### src/rtl/result_drain_pkg.sv
// Shared definitions for the result SRAM drain path: FSM state encoding,
// default geometry and width helpers derived from the lane count and lane width.
package result_drain_pkg;

  typedef enum logic [2:0] {
    IDLE  = 3'd0,
    FETCH = 3'd1,
    LOAD  = 3'd2,
    SEND  = 3'd3,
    FIN   = 3'd4
  } state_t;

  localparam int DEF_ADDRESSSIZE    = 10;
  localparam int DEF_MATRIX_SIZE    = 32;
  localparam int DEF_PARTIAL_SUM_BW = 24;

  // Width of one full result word (all lanes side by side).
  function automatic int word_width(input int lanes, input int lane_bits);
    return lanes * lane_bits;
  endfunction

  // Width of a counter that indexes every lane of a word.
  function automatic int lane_cnt_width(input int lanes);
    return (lanes > 1) ? $clog2(lanes) : 1;
  endfunction

endpackage

### src/rtl/result_drain_word_serializer.sv
// result_word_serializer: parallel-loads one result word and shifts it out
// lane by lane (lane 0 first) on each accepted handshake. The lane counter
// is control and is reset; the word register is data and is not.
module result_word_serializer
  import result_drain_pkg::*;
#(
  parameter int MATRIX_SIZE    = DEF_MATRIX_SIZE,
  parameter int PARTIAL_SUM_BW = DEF_PARTIAL_SUM_BW
) (
  input  logic                                    clk,
  input  logic                                    rstn,
  input  logic                                    load,
  input  logic [MATRIX_SIZE*PARTIAL_SUM_BW-1:0]   load_data,
  input  logic                                    shift,
  output logic signed [PARTIAL_SUM_BW-1:0]        lane_data,
  output logic                                    last_lane
);

  localparam int WORD_W = word_width(MATRIX_SIZE, PARTIAL_SUM_BW);
  localparam int CNT_W  = lane_cnt_width(MATRIX_SIZE);
  localparam logic [CNT_W-1:0] LAST_IDX = CNT_W'(MATRIX_SIZE - 1);
  localparam logic [CNT_W-1:0] CNT_ONE  = CNT_W'(1);

  logic [WORD_W-1:0] word_p0;
  logic [CNT_W-1:0]  lane_cnt;

  // Stage p0: word register, loaded whole and shifted down one lane per accept.
  always_ff @(posedge clk) begin
    if (load) begin
      word_p0 <= load_data;
    end else if (shift) begin
      word_p0 <= word_p0 >> PARTIAL_SUM_BW;
    end
  end

  // Lane counter tracks which lane of the word is currently at the bottom.
  always_ff @(posedge clk or negedge rstn) begin
    if (!rstn) begin
      lane_cnt <= '0;
    end else if (load) begin
      lane_cnt <= '0;
    end else if (shift) begin
      lane_cnt <= lane_cnt + CNT_ONE;
    end
  end

  assign lane_data = word_p0[PARTIAL_SUM_BW-1:0];
  assign last_lane = (lane_cnt == LAST_IDX);

endmodule

### src/rtl/result_drain.sv
// result_drain: reads finished result words from the result SRAM and streams
// them out lane by lane over a valid/ready interface, flagging the last lane
// of the last word and pulsing done at the end of each drain.
// Optional build macro RESULT_DRAIN_RELU_EN clamps negative lanes to zero at
// the output mux; timing and handshake are the same in both builds.
module result_drain
  import result_drain_pkg::*;
#(
  parameter int ADDRESSSIZE    = DEF_ADDRESSSIZE,
  parameter int MATRIX_SIZE    = DEF_MATRIX_SIZE,
  parameter int PARTIAL_SUM_BW = DEF_PARTIAL_SUM_BW
) (
  input  logic                                  clk,
  input  logic                                  rstn,
  input  logic                                  start,
  input  logic [ADDRESSSIZE-1:0]                base_addr,
  input  logic [ADDRESSSIZE:0]                  num_words,
  output logic [ADDRESSSIZE-1:0]                rd_addr,
  output logic                                  rd_en,
  input  logic [MATRIX_SIZE*PARTIAL_SUM_BW-1:0] rd_data,
  output logic                                  out_valid,
  input  logic                                  out_ready,
  output logic signed [PARTIAL_SUM_BW-1:0]      out_data,
  output logic                                  out_last,
  output logic                                  busy,
  output logic                                  done
);

  localparam logic [ADDRESSSIZE-1:0] ADDR_ONE  = ADDRESSSIZE'(1);
  localparam logic [ADDRESSSIZE:0]   WORDS_ONE = (ADDRESSSIZE + 1)'(1);

  state_t                           state;
  state_t                           state_nxt;
  logic [ADDRESSSIZE:0]             words_left;
  logic                             handshake;
  logic signed [PARTIAL_SUM_BW-1:0] lane;
  logic                             last_lane;

  // Output lane conditioning: optional clamp of negative lanes to zero.
  function automatic logic signed [PARTIAL_SUM_BW-1:0] relu_lane(
    input logic signed [PARTIAL_SUM_BW-1:0] v
  );
`ifdef RESULT_DRAIN_RELU_EN
    return v[PARTIAL_SUM_BW-1] ? '0 : v;
`else
    return v;
`endif
  endfunction

  assign handshake = out_valid & out_ready;

  // FSM state register.
  always_ff @(posedge clk or negedge rstn) begin
    if (!rstn) begin
      state <= IDLE;
    end else begin
      state <= state_nxt;
    end
  end

  // Next-state decode; a zero-length request goes straight to FIN.
  always_comb begin
    state_nxt = state;
    case (state)
      IDLE:    if (start) state_nxt = (num_words == '0) ? FIN : FETCH;
      FETCH:   state_nxt = LOAD;
      LOAD:    state_nxt = SEND;
      SEND:    if (handshake && last_lane) state_nxt = (words_left != '0) ? FETCH : FIN;
      FIN:     state_nxt = IDLE;
      default: state_nxt = IDLE;
    endcase
  end

  // Address and remaining-word counters: captured on start, stepped once per fetch.
  always_ff @(posedge clk or negedge rstn) begin
    if (!rstn) begin
      rd_addr    <= '0;
      words_left <= '0;
    end else if (state == IDLE && start) begin
      rd_addr    <= base_addr;
      words_left <= num_words;
    end else if (state == FETCH) begin
      rd_addr    <= rd_addr + ADDR_ONE;
      words_left <= words_left - WORDS_ONE;
    end
  end

  // SRAM data arrives during LOAD and is captured into the serializer there.
  result_word_serializer #(
    .MATRIX_SIZE    (MATRIX_SIZE),
    .PARTIAL_SUM_BW (PARTIAL_SUM_BW)
  ) u_serializer (
    .clk       (clk),
    .rstn      (rstn),
    .load      (state == LOAD),
    .load_data (rd_data),
    .shift     (handshake),
    .lane_data (lane),
    .last_lane (last_lane)
  );

  // Outputs decode registered state only; out_data is forced to zero outside SEND.
  assign rd_en     = (state == FETCH);
  assign out_valid = (state == SEND);
  assign out_last  = out_valid && (words_left == '0) && last_lane;
  assign out_data  = out_valid ? relu_lane(lane) : '0;
  assign busy      = (state != IDLE);
  assign done      = (state == FIN);

endmodule
### config.mk
export PLATFORM = sky130hd
export DESIGN_NAME = result_drain
export DESIGN_NICKNAME = d
export VERILOG_FILES = /design/src/rtl/result_drain_pkg.sv /design/src/rtl/result_drain_word_serializer.sv /design/src/rtl/result_drain.sv
export SDC_FILE = /design/constraint.sdc
export NUM_CORES = 2
export LEC_CHECK = 0
export CELL_PAD_IN_SITES_DETAIL_PLACEMENT = 0
export CELL_PAD_IN_SITES_GLOBAL_PLACEMENT = 1
export CORE_AREA = 2 2 322 324
export DETAILED_ROUTE_END_ITERATION = 10
export DIE_AREA = 0 0 324 326
export GPL_TIMING_DRIVEN = 0
export PLACE_DENSITY = 0.69
export SYNTH_ARGS = -nofsm -noshare
export SYNTH_HDL_FRONTEND = slang
export SYNTH_SLANG_ARGS = --single-unit
### constraint.sdc
create_clock -name clk -period 34 [get_ports clk]
set_input_delay 6.8 -clock clk [delete_from_list [all_inputs] [get_ports clk]]
set_output_delay 6.8 -clock clk [all_outputs]
set_load 0.1 [all_outputs]
==> reports/results.tsv <==
metric	value	unit
# setup viols final	0	
cell mode on critical path	clkbuf_1	
Tcrit/Tclk final	0.322	
worst rel slew slack	0.231	
Area after DPL	44800	µm²
Synth Register Bits	797	
kind of critical path	register to output port	
most numerous cell in the Yosys netlist	nand2_1	
dominant cells by area after synthesis	edfxtp_1 67%, nand2_1 25%, dfrtp_1 2.1%, buf_2 1.4%, and2_1 0.87%	
Area growth, synth to finish	38.7	%
pwr/cell area	51.9	nW/µm²
clk_lat worst skew	660	ps
FMAX	91.3	MHz
final worst slack	23050	ps
# rows	118	
DR iter-0 viols	1780	
# DRC	0	
CP Launch Type	register	
H-tree levels	3	
Synth Cell Area	34400	µm²
post-CTS setup buffers	0	
dpl ws	23550	ps
Layout fillers	9884	
DRT Pass-1 Iters	5	
Hold Buf Count CTS	0	
FF-to-FF End	u_serializer.word_p0[477]	
Clock Power Share	0.387	
critical path endpoint	out_data[21]	
Critical Path Fanout Max	10	
Clock Tree Buf Depth	3	
initial antenna violation count	76	
fraction of registers with async set/reset	0.0364	
crit path launch	state[0]	
IO buf count	831	
post-cts resize count	0	
Layout Nets	5135	
skew final	18.5	ps
Die Height	326	µm
Logic pwr share	0.121	
sw frac	0.245	
Cell Chain, Critical Path	buf_2 > and3b_1 > clkbuf_1 > clkbuf_1 > and2_1 > clkdlybuf4s50_1	
final WL	125	mm
post-synth top area cell	edfxtp_1	
ys flop type	edfxtp_1	
Vias	26600	
maxcap violations	0	
EDFF count, synth	768	
IO Count	832	
drt wl/cell	21.4	µm
total clock sinks	797	
Placed Cells	5624	
Net Sw Power	0.606	mW
total track usage	0.231	
Die W	324	µm
Worst Setup End Kind	output port	
worst path required time	27200	ps
final slew viol count	0	
Core Box Area	103000	µm²
Internal Power	1.87	mW
top cells by count, synth	2262 x nand2_1, 768 x edfxtp_1, 97 x buf_2, 48 x and2_1, 44 x clkbuf_1	
Die ar.	106000	µm²
minimum clock period	10950	ps
Worst IR Drop VDD	32.3	µV
Placer Congestion	0.914	
Post-Syn Instances	3400	
post-layout util	0.465	
share of cells above drive strength 1	0.0635	
worst min-delay path category	register to register	
worst hold margin	508	ps
R2R cell count	11	
WP data arrival	4150	ps
CTS tree	yes	
Power, Total	2.48	mW
final instance area	47700	µm²
final non-filler cell total	5817	
root buffer cell	clkbuf_16	
vias per cell	4.57	
CP max stage cell	clkdlybuf4s50_1	
post-synth top area share	0.670	
pin count of the biggest net entering global routing	67	
syn nets	4198	
Num CTS Buffers	91	
Clock Pin Slew Worst Setup and Hold Paths	60	ps
Fin. Hold Viols	0	
Leak	19.9	nW
status	completed	
grt total ovfl	0	
vias in the first global route	26900	
Initial Util	0.335	
library cells used by synthesis	54	
FF-to-FF Start	state[1]	
delay of the slowest cell on the worst path	1210	ps
Flop pwr share	0.491	
Final ANT Viol Nets	0	
unrepaired setup endpoints after global routing	no	
post-DP HPWL	97.4	mm
FF-to-FF setup slack	29450	ps
average size of a mapped cell	10.1	µm²
Slew @ Worst Pin	1150	ps
setup TNS	0	ps
first-pass GRT wire length	175	mm
Synth Warn #	0	
sequential element share of the synthesized area	0.691	
## critical path, delay by kind of cell (launching register included)
family                 cells  cell delay [ps]
AND/OR/NAND/NOR            2              530
buffers and inverters      4             2590
flip-flops                 1              350
## kinds of logic (layout without fill, tap and decap cells)
kind of cell / after synthesis / after routing / share of synthesized area
compound gates: 45 / 45 / 0.00927
fa+ha+maj: 5 / 5 / 0.00182
flops: 797 / 797 / 0.691
buf+inv: 183 / 1194 / 0.0300
xor+xnor: 2 / 2 / 0.000509
other cells: 0 / 26 / 0
simple gates: 2367 / 2367 / 0.267
mux: 1 / 1 / 0.000291
## layer usage
layer	vias up	wire length (µm)	global-route usage
met5	-	648	0
met4	100	3330	0.0744
met3	243	11800	0.0833
met2	873	62300	0.405
met1	12400	46500	0.258
li1	13000	-	-
## cell type report
type	count	area (µm²)	area share
clock inverter	50	444	0.00931
sequential	797	23800	0.499
antenna	26	65.1	0.00136
buffer	179	1010	0.0213
multi-input combinational	2420	9590	0.201
clock buffer	117	2380	0.0500
inverter	4	16.3	0.000341
tap	1380	1730	0.0362
timing repair buffer	844	8670	0.182
## registers in the layout, summed over array words and instances (netlist names)
signal                 count
words_left                11
u_serializer.lane_cnt      5
u_serializer.word_p0     768
rd_addr                   10
state                      3
## layout by cell type (no fill, tap or decap), types with 3 or more instances in the layout
| cell type | count |
|---|---|
| and3_1 | 3 |
| nand3_1 | 14 |
| clkbuf_16 | 91 |
| inv_6 | 5 |
| or3_1 | 6 |
| o211ai_1 | 11 |
| buf_2 | 98 |
| inv_1 | 3 |
| nand2_1 | 2261 |
| clkinv_2 | 16 |
| diode_2 | 26 |
| nor2_1 | 10 |
| bufinv_16 | 7 |
| clkdlybuf4s50_1 | 830 |
| and2_1 | 48 |
| buf_6 | 23 |
| ha_1 | 5 |
| a21oi_1 | 4 |
| a221o_1 | 3 |
| buf_4 | 13 |
| clkbuf_1 | 69 |
| clkinv_1 | 20 |
| dfrtp_1 | 29 |
| nor4_1 | 3 |
| buf_16 | 13 |
| o311ai_1 | 5 |
| edfxtp_1 | 768 |
| o21ai_0 | 10 |
## how the worst min path moves through the flow
stage          slack, ps  cells after the start                 startpoint                   endpoint
2_1_floorplan        470                      2   u_serializer.lane_cnt[4]   u_serializer.lane_cnt[4]
3_3_place_gp         490                      2   u_serializer.lane_cnt[4]   u_serializer.lane_cnt[4]
3_5_place_dp         500                      2   u_serializer.lane_cnt[4]   u_serializer.lane_cnt[4]
4_1_cts              500                      2  u_serializer.word_p0[241]  u_serializer.word_p0[217]
5_1_grt              520                      2  u_serializer.word_p0[269]  u_serializer.word_p0[245]
6_report             510                      2   u_serializer.lane_cnt[4]   u_serializer.lane_cnt[4]
## power groups by stage
stage	sequential [mW]	clock, mW	combinational (mW)
after floorplan	1.30	0	0.120
after global placement	1.31	0	0.294
after detailed placement	1.24	0	0.303
after CTS	1.22	0.981	0.305
after global routing	1.22	1.02	0.327
final	1.22	0.959	0.301
(Power assumes the default switching activity.)
